==> src/rtl/arith_issue_queue.sv <==
`default_nettype none
// +----------------------------------------------------------------------------+
// | arith_issue_queue : collapsing, age-ordered issue queue for arithmetic ops  |
// | Optional: ARITH_IQ_WAKE_BYPASS_EN (same-cycle wakeup visible to selection)  |
// | Revision: 1.0                                                              |
// +----------------------------------------------------------------------------+
`ifndef RENAMED_OP_SZ
`define RENAMED_OP_SZ 48
`endif
`ifndef PR_ADDR_W
`define PR_ADDR_W 5
`endif

module arith_issue_queue #(
   parameter int DEPTH = 8,
   parameter int OP_W  = `RENAMED_OP_SZ,
   parameter int TAG_W = `PR_ADDR_W
) (
   input  logic                   clk,
   input  logic                   rst,
   input  logic                   flush,
   input  logic [OP_W-1:0]        in_instr,
   input  logic                   in_valid,
   input  logic [3:0]             in_src_ready,
   output logic                   in_ready,
   input  logic [TAG_W*5-1:0]     wake_tags,
   input  logic [4:0]             wake_valid,
   output logic [OP_W-1:0]        issue_instr,
   output logic                   issue_valid,
   input  logic                   issue_ready,
   output logic [$clog2(DEPTH):0] occupancy
);
   localparam int IDX_W   = $clog2(DEPTH);
   localparam int OCC_W   = IDX_W + 1;
   localparam int SRC_LSB = 8;

   function automatic logic [3:0] f_src_hits(input logic [OP_W-1:0]    op,
                                             input logic [TAG_W*5-1:0] tags,
                                             input logic [4:0]         vld);
      logic [3:0] hit;
      hit = 4'b0000;
      for (int i = 0; i < 4; i++)
         for (int k = 0; k < 5; k++)
            if (vld[k] && (tags[k*TAG_W +: TAG_W] == op[SRC_LSB + i*TAG_W +: TAG_W]))
               hit[i] = 1'b1;
      return hit;
   endfunction

   function automatic logic [3:0] f_src_zero(input logic [OP_W-1:0] op);
      logic [3:0] z;
      for (int i = 0; i < 4; i++)
         z[i] = (op[SRC_LSB + i*TAG_W +: TAG_W] == '0);
      return z;
   endfunction

   logic [OP_W-1:0]  r_op [DEPTH];
   logic [3:0]       r_rdy [DEPTH];
   logic [DEPTH-1:0] r_vld;
   logic [OCC_W-1:0] r_occ;
   logic [OP_W-1:0]  r_issue_instr;
   logic             r_issue_valid;

   logic [3:0]       w_hit [DEPTH];
   logic [3:0]       w_rdy_upd [DEPTH];
   logic [3:0]       w_sel_rdy [DEPTH];
   logic [OP_W-1:0]  w_nxt_op [DEPTH];
   logic [3:0]       w_nxt_rdy [DEPTH];
   logic [DEPTH-1:0] w_nxt_vld;
   logic             w_cand_found;
   logic [IDX_W-1:0] w_cand_idx;
   logic             w_load;
   logic             w_disp;
   logic [OCC_W-1:0] w_tail;
   logic [OCC_W-1:0] w_nxt_occ;
   logic [3:0]       w_in_rdy;

   assign in_ready    = (r_occ < OCC_W'(DEPTH));
   assign occupancy   = r_occ;
   assign issue_instr = r_issue_instr;
   assign issue_valid = r_issue_valid;

   always_comb begin
      for (int e = 0; e < DEPTH; e++) begin
         w_hit[e]     = f_src_hits(r_op[e], wake_tags, wake_valid);
         w_rdy_upd[e] = r_rdy[e] | w_hit[e];
`ifdef ARITH_IQ_WAKE_BYPASS_EN
         w_sel_rdy[e] = w_rdy_upd[e];
`else
         w_sel_rdy[e] = r_rdy[e];
`endif
      end
   end

   // Descending scan so the lowest (oldest) ready index wins.
   always_comb begin
      w_cand_found = 1'b0;
      w_cand_idx   = '0;
      for (int e = DEPTH-1; e >= 0; e--) begin
         if (r_vld[e] && (&w_sel_rdy[e])) begin
            w_cand_found = 1'b1;
            w_cand_idx   = IDX_W'(e);
         end
      end
   end

   assign w_load    = w_cand_found && (!r_issue_valid || issue_ready);
   assign w_disp    = in_valid && in_ready;
   assign w_tail    = r_occ - OCC_W'(w_load);
   assign w_nxt_occ = w_tail + OCC_W'(w_disp);
   assign w_in_rdy  = in_src_ready | f_src_zero(in_instr) | f_src_hits(in_instr, wake_tags, wake_valid);

   always_comb begin
      for (int e = 0; e < DEPTH; e++) begin
         w_nxt_op[e]  = r_op[e];
         w_nxt_rdy[e] = w_rdy_upd[e];
         w_nxt_vld[e] = r_vld[e];
      end
      if (w_load) begin
         for (int e = 0; e < DEPTH-1; e++) begin
            if (IDX_W'(e) >= w_cand_idx) begin
               w_nxt_op[e]  = r_op[e+1];
               w_nxt_rdy[e] = w_rdy_upd[e+1];
               w_nxt_vld[e] = r_vld[e+1];
            end
         end
         w_nxt_vld[DEPTH-1] = 1'b0;
      end
      // Dispatch lands at the post-collapse tail.
      for (int e = 0; e < DEPTH; e++) begin
         if (w_disp && (OCC_W'(e) == w_tail)) begin
            w_nxt_op[e]  = in_instr;
            w_nxt_rdy[e] = w_in_rdy;
            w_nxt_vld[e] = 1'b1;
         end
      end
   end

   always_ff @(posedge clk or posedge rst) begin
      if (rst) begin
         r_vld         <= '0;
         r_occ         <= '0;
         r_issue_valid <= 1'b0;
         r_issue_instr <= '0;
         for (int e = 0; e < DEPTH; e++) begin
            r_op[e]  <= '0;
            r_rdy[e] <= '0;
         end
      end else if (flush) begin
         r_vld         <= '0;
         r_occ         <= '0;
         r_issue_valid <= 1'b0;
      end else begin
         r_vld <= w_nxt_vld;
         r_occ <= w_nxt_occ;
         for (int e = 0; e < DEPTH; e++) begin
            r_op[e]  <= w_nxt_op[e];
            r_rdy[e] <= w_nxt_rdy[e];
         end
         if (w_load) begin
            r_issue_instr <= r_op[w_cand_idx];
            r_issue_valid <= 1'b1;
         end else if (r_issue_valid && issue_ready) begin
            r_issue_valid <= 1'b0;
         end
      end
   end

endmodule
`default_nettype wire

==> config.mk <==
export PLATFORM = sky130hd
export DESIGN_NAME = arith_issue_queue
export DESIGN_NICKNAME = d
export VERILOG_FILES = /design/src/rtl/arith_issue_queue.sv
export SDC_FILE = /design/constraint.sdc
export NUM_CORES = 2
export LEC_CHECK = 0
export CAP_MARGIN = 20
export CORE_UTILIZATION = 65
export CTS_BUF_LIST = sky130_fd_sc_hd__clkbuf_8
export DETAILED_ROUTE_END_ITERATION = 10
export DONT_BUFFER_PORTS = 1
export GPL_ROUTABILITY_DRIVEN = 0
export PLACE_DENSITY = 0.81
export SYNTH_ARGS = -nofsm -noshare
export SYNTH_HDL_FRONTEND = slang
export SYNTH_SLANG_ARGS = --single-unit
==> constraint.sdc <==
create_clock -name clk -period 44.5 [get_ports clk]
set_input_delay 11.125 -clock clk [delete_from_list [all_inputs] [get_ports clk]]
set_output_delay 11.125 -clock clk [all_outputs]
set_load 0.05 [all_outputs]
# Yosys cells after proc, flatten, opt, wreduce, memory -nomap -nowiden

Cells that the tools add are included.

Multiplexer cells: 251
Bitwise gates (word level): 12
Reduce and logical (&&, ||, !) cells: 260
Magnitude comparators: 9
Equal/unequal tests: 187
Add/sub/neg operators: 2

Operators with widths:

| operator                                                                           | number |
|---|---|
| 5-bit == test                                                                      | 180 |
| 48-bit 2-to-1 mux                                                                  | 16 |
| 336-bit 2-to-1 mux                                                                 | 1 |
| 1-bit 2-to-1 mux                                                                   | 206 |
| 1-bit logical AND                                                                  | 199 |
| 48-bit binary-select mux with 3-bit select                                         | 1 |
| 4-bit 2-to-1 mux                                                                   | 16 |
| 3-bit nonzero test                                                                 | 16 |
| 4-bit OR                                                                           | 10 |
| 4-bit AND reduction                                                                | 8 |
| 28-bit 2-to-1 mux                                                                  | 1 |
| 2-bit nonzero test                                                                 | 14 |
| 3-bit 2-to-1 mux                                                                   | 8 |
| 3-bit AND reduction                                                                | 7 |
| 5-bit logical NOT                                                                  | 4 |
| 2-bit AND reduction                                                                | 9 |
| 3-bit by 4-bit == test with 1-bit output, first input constant                     | 4 |
| 8-bit 2-to-1 mux                                                                   | 2 |
| 3-bit greater-or-equal comparator, first input constant                            | 3 |
| 2-bit by 4-bit == test with 1-bit output, first input constant                     | 2 |
| 1-bit by 3-bit greater-or-equal comparator with 1-bit output, first input constant | 2 |
| 2-bit by 3-bit greater-or-equal comparator with 1-bit output, first input constant | 2 |
| 4-bit by 1-bit adder with 4-bit output                                             | 1 |
| 1-bit by 4-bit == test with 1-bit output, first input constant                     | 1 |
| 8 further kinds                                                                    | 8 |

Word-level logic and storage cells: 748
Input bits: 87
Register bits after elaboration: 477

# Depth between registers and ports, before layout

Word-level depth: 16
Gate-level depth with buffers: 20
Depth with buffers taken out: 16

# Worst setup path after synthesis

No wires, ideal clock.

Kind: input to register
Start: in issue_ready
End: reg r_op[336] (netlist bit)
Stages: 14
Path slack: 30.757 ns
Path buffers: 3
Arrival: 13.613 ns
Required time: 44.370 ns
Cell sequence: nor2b_1 > a21o_1 > inv_1 > ha_1 > ha_1 > nor3_1 > a21oi_1 > o22ai_1 > nand2b_1 > buf_2 > a21oi_2 > buf_2 > buf_2 > a31oi_1

Longest elaborated chain between the ends: 7
Elaborated cells on any way between the ends: 9
Those cells by class: 1 x add/sub; 1 x mux; 7 x reduce/logical

Ends and longest elaborated chain:

| what                                        | line | source |
|---|---|---|
| start: declaration                          | 30   | `input logic issue_ready,` |
| 1-bit logical OR *                          | 106  | `assign w_load = w_cand_found && (!r_issue_valid \|\| issue_ready);` |
| 1-bit logical AND *                         | 106  |  |
| 4-bit by 1-bit subtractor with 4-bit output | 108  | `assign w_tail = r_occ - OCC_W'(w_load);` |
| 4-bit logical NOT                           | 130  | `if (w_disp && (OCC_W'(e) == w_tail)) begin` |
| 1-bit logical AND                           | 130  |  |
| 2-bit nonzero test (no source line)         | -    |  |
| 3-bit AND reduction (no source line)        | -    |  |
| end signal: indexed assignment              | 156  | `r_op[e] <= w_nxt_op[e];` |
| end: declaration                            | 56   | `logic [OP_W-1:0] r_op [DEPTH];` |

Every way passes the cells marked *; elsewhere a longest branch is shown, timed or not.
A chain may end at the register's enable or synchronous reset.

# Worst setup path in the final report

Start: in issue_ready
End: reg r_op[139] (netlist bit)

Longest elaborated chain between the ends: 7
Elaborated cells on any way between the ends: 9
Those cells by class: 1 x add/sub; 1 x eq/ne; 1 x mux; 6 x reduce/logical

Ends and longest elaborated chain:

| what                                        | line |
|---|---|
| 1-bit logical OR *                          | 106 |
| 1-bit logical AND *                         | 106 |
| 4-bit by 1-bit subtractor with 4-bit output | 108 |
| 3-bit by 4-bit == test with 1-bit output    | 130 |
| 1-bit logical AND                           | 130 |
| 2-bit nonzero test (no source line)         | - |
| 3-bit AND reduction (no source line)        | - |

Marked as above.

==> reports/results.txt <==
Cell variety after synth = 57
Worst hold path depth = 2
Initial antenna violation count = 4
Crit path required time = 45.11 ns
Worst slew margin = 25.1%
# DRC = 0
Worst skew pair latency = 0.73 ns
Layout area overhead = 1.85%
Reg-to-reg endpoint = r_op[139]
Vias in the first global route = 31100
Total Routed Length = 122 mm
Most frequent cells in the layout = 722 x xor2_1, 477 x dfrtp_1, 364 x mux2i_1
Final hold slack = 0.508 ns
Die height = 237 µm
1st-iter DRT viols = 4438
First-pass GRT wire length = 186 mm
Final worst-path cycle share = 33.7%
Post-DP HPWL = 67.7 mm
Startpoint types = input port
Peak supply drop = 0.0503 mV
Syn Inst Count = 4068
Routed vias/inst = 7.23
R2r setup slk = 38.37 ns
Total track usage = 43.0%
Setup TNS = 0 ns
Worst slew pin tran = 1.12 ns
R2R depth = 15
P_leak = 16.8 nW
Hold_buf cts = 0
Ports = 141
Final core utilization = 67.6%
Wire per inst = 27.7 µm
Initial Util = 66.4%
Hold Path End = r_op[190]
#FFs+latches synth = 477
Outcome = complete, no violations
RSZ-0062 raised after global routing = no
Clock slew at reported path FFs = 0.06 ns
Critical Path AT = 15.62 ns
Postcts setup bufs = 0
Cell Area, Synth = 36000 µm²
Total gr overflow = 0
Detail Route Antenna Nets = 0
Sink Count = 477
H-tree Lvls = 3
Post-synthesis sequential area ratio = 33.2%
CP endpoint kind = register
Commonest non-fill, non-tap cell in the layout = xor2_1
Core box area = 54200 µm²
Root Buffer = clkbuf_8
Post-CTS resize count = 0
Fraction of layout cells with a size suffix above 1 = 6.95%
PortBufs = 0
Pin count of the biggest net entering global routing = 100
Ys async rst share = 100%
CTS tree = built
Min-delay src = r_op[190]
NumNets Final = 3736
Synth Warn # = 0
Fill cell count = 4207
Worst reg2reg path startpoint = r_rdy[28]
Pwr dens = 76.9 nW/µm²
Post-synth EDFFs = 0
Achievable frequency = 66.6 MHz
Synth Net Count = 4159
Total CTS buffers = 83
Final max-slew violation count = 0
CP max FO = 56
Die width = 237 µm
Final Setup Violations = 0
Final Hold Vio Count = 0
Clock skew = 0.0538 ns
Vias = 31900
Clk buf depth = 3
Dpl cells = 4252
Finished Layout Cells = 4410
Hold Path Class = register to register
Rows = 85
Max_cap viols = 0
Fin crit period = 15.01 ns
1st-pass router iterations = 7
Total die area = 56300 µm²
Top_reg_cell synth = dfrtp_1
Avg Cell Area, Syn = 8.85 µm²
Critical path class = input port to register
-- cell type report --
type                            count  area, µm²  area share, %
Tap cell                          696        871           2.38
Multi-Input combinational cell   3029      21700           59.3
Sequential cell                   477      11900           32.6
Timing Repair Buffer               37        343          0.935
Clock buffer                      106       1460           3.98
Clock inverter                     44        246          0.672
Antenna cell                        4       10.0         0.0273
Inverter                           17       72.6          0.198
-- sequential cells by signal, summed over array words and instances (netlist names) --
signal / flops
issue_instr: 48
issue_valid: 1
occupancy: 4
r_op: 384
r_rdy: 32
r_vld: 8
-- metrics by stage --
step	setup slack [ns]	cell area [µm²]	total power, mW
after floorplan	20.07	36000	2.06
after global placement	28.45	34900	2.28
after detailed placement	28.20	34900	2.34
after CTS	28.91	36600	2.77
after global routing	29.29	36700	2.98
final	29.49	36700	2.82
-- synthesized netlist by cell type, drive strengths merged (2+ instances only) --
cell	n	area [µm²]
a221o	2	20.0
a211o	2	17.5
mux2i	364	3640
a31oi	121	757
a2111oi	2	20.0
a311oi	3	26.3
buf	329	1640
xor2	722	6320
a21oi	272	1370
nand2b	10	62.6
o21ai	107	536
a22oi	50	375
o31ai	2	42.5
o211ai	10	75.1
or4	2	15.0
nor2	271	1020
o21a	2	15.0
nor3	9	45.0
nand4	36	225
nor4	181	1130
a21o	3	22.5
a2bb2oi	55	532
xnor2	182	1590
clkbuf	216	811
nor2b	6	37.5
nand2	266	1010
inv	15	56.3
mux2	58	653
and3	42	263
nand3	89	455
o32a	48	480
o22ai	98	619
ha	4	50.1
dfrtp	477	11900
clkinv	2	7.51
-- kinds of logic after synthesis --
group	synth area share, %
flops	33.2
simple gates	11.9
fa+ha+maj	0.139
compound gates	13.8
buf+inv	6.99
xor+xnor	22.0
mux	11.9
-- power by group --
part           internal (mW)  switching, mW  total (mW)
Combinational          0.580          0.725        1.31
Sequential             0.640          0.450        1.09
Clock                  0.225          0.200       0.425
-- how the worst max path moves through the flow --
stage                     end  slack [ns]  cells after the start        start
2_1_floorplan  issue_instr[0]       20.07                      1          rst
3_3_place_gp        r_op[134]       28.45                     12  issue_ready
3_5_place_dp        r_op[138]       28.20                     12  issue_ready
4_1_cts             r_op[139]       28.91                     12  issue_ready
5_1_grt             r_op[117]       29.29                     12  issue_ready
6_report            r_op[139]       29.49                     12  issue_ready
-- layer usage --
metal / track usage [%] / vias up / share of wire (%)
met3: 13.4 / 859 / 13
met2: 63.9 / 2507 / 43
met4: 30.0 / 0 / 8.3
met5: 0.173 / - / 0
met1: 53.2 / 15300 / 35
li1: - / 13200 / -
-- worst max-delay path, cell delays in order --
cell and delay [ns]:
nor2b_1 0.41, a21o_1 0.21, inv_1 0.06, ha_1 0.19
ha_1 0.33, inv_1 0.10, nor3_1 0.81, nand2_4 0.86
a21oi_4 0.67, buf_4 0.55, nor2_1 0.10, a21oi_1 0.16
No activity file was read; power rests on OpenSTA's default activity.
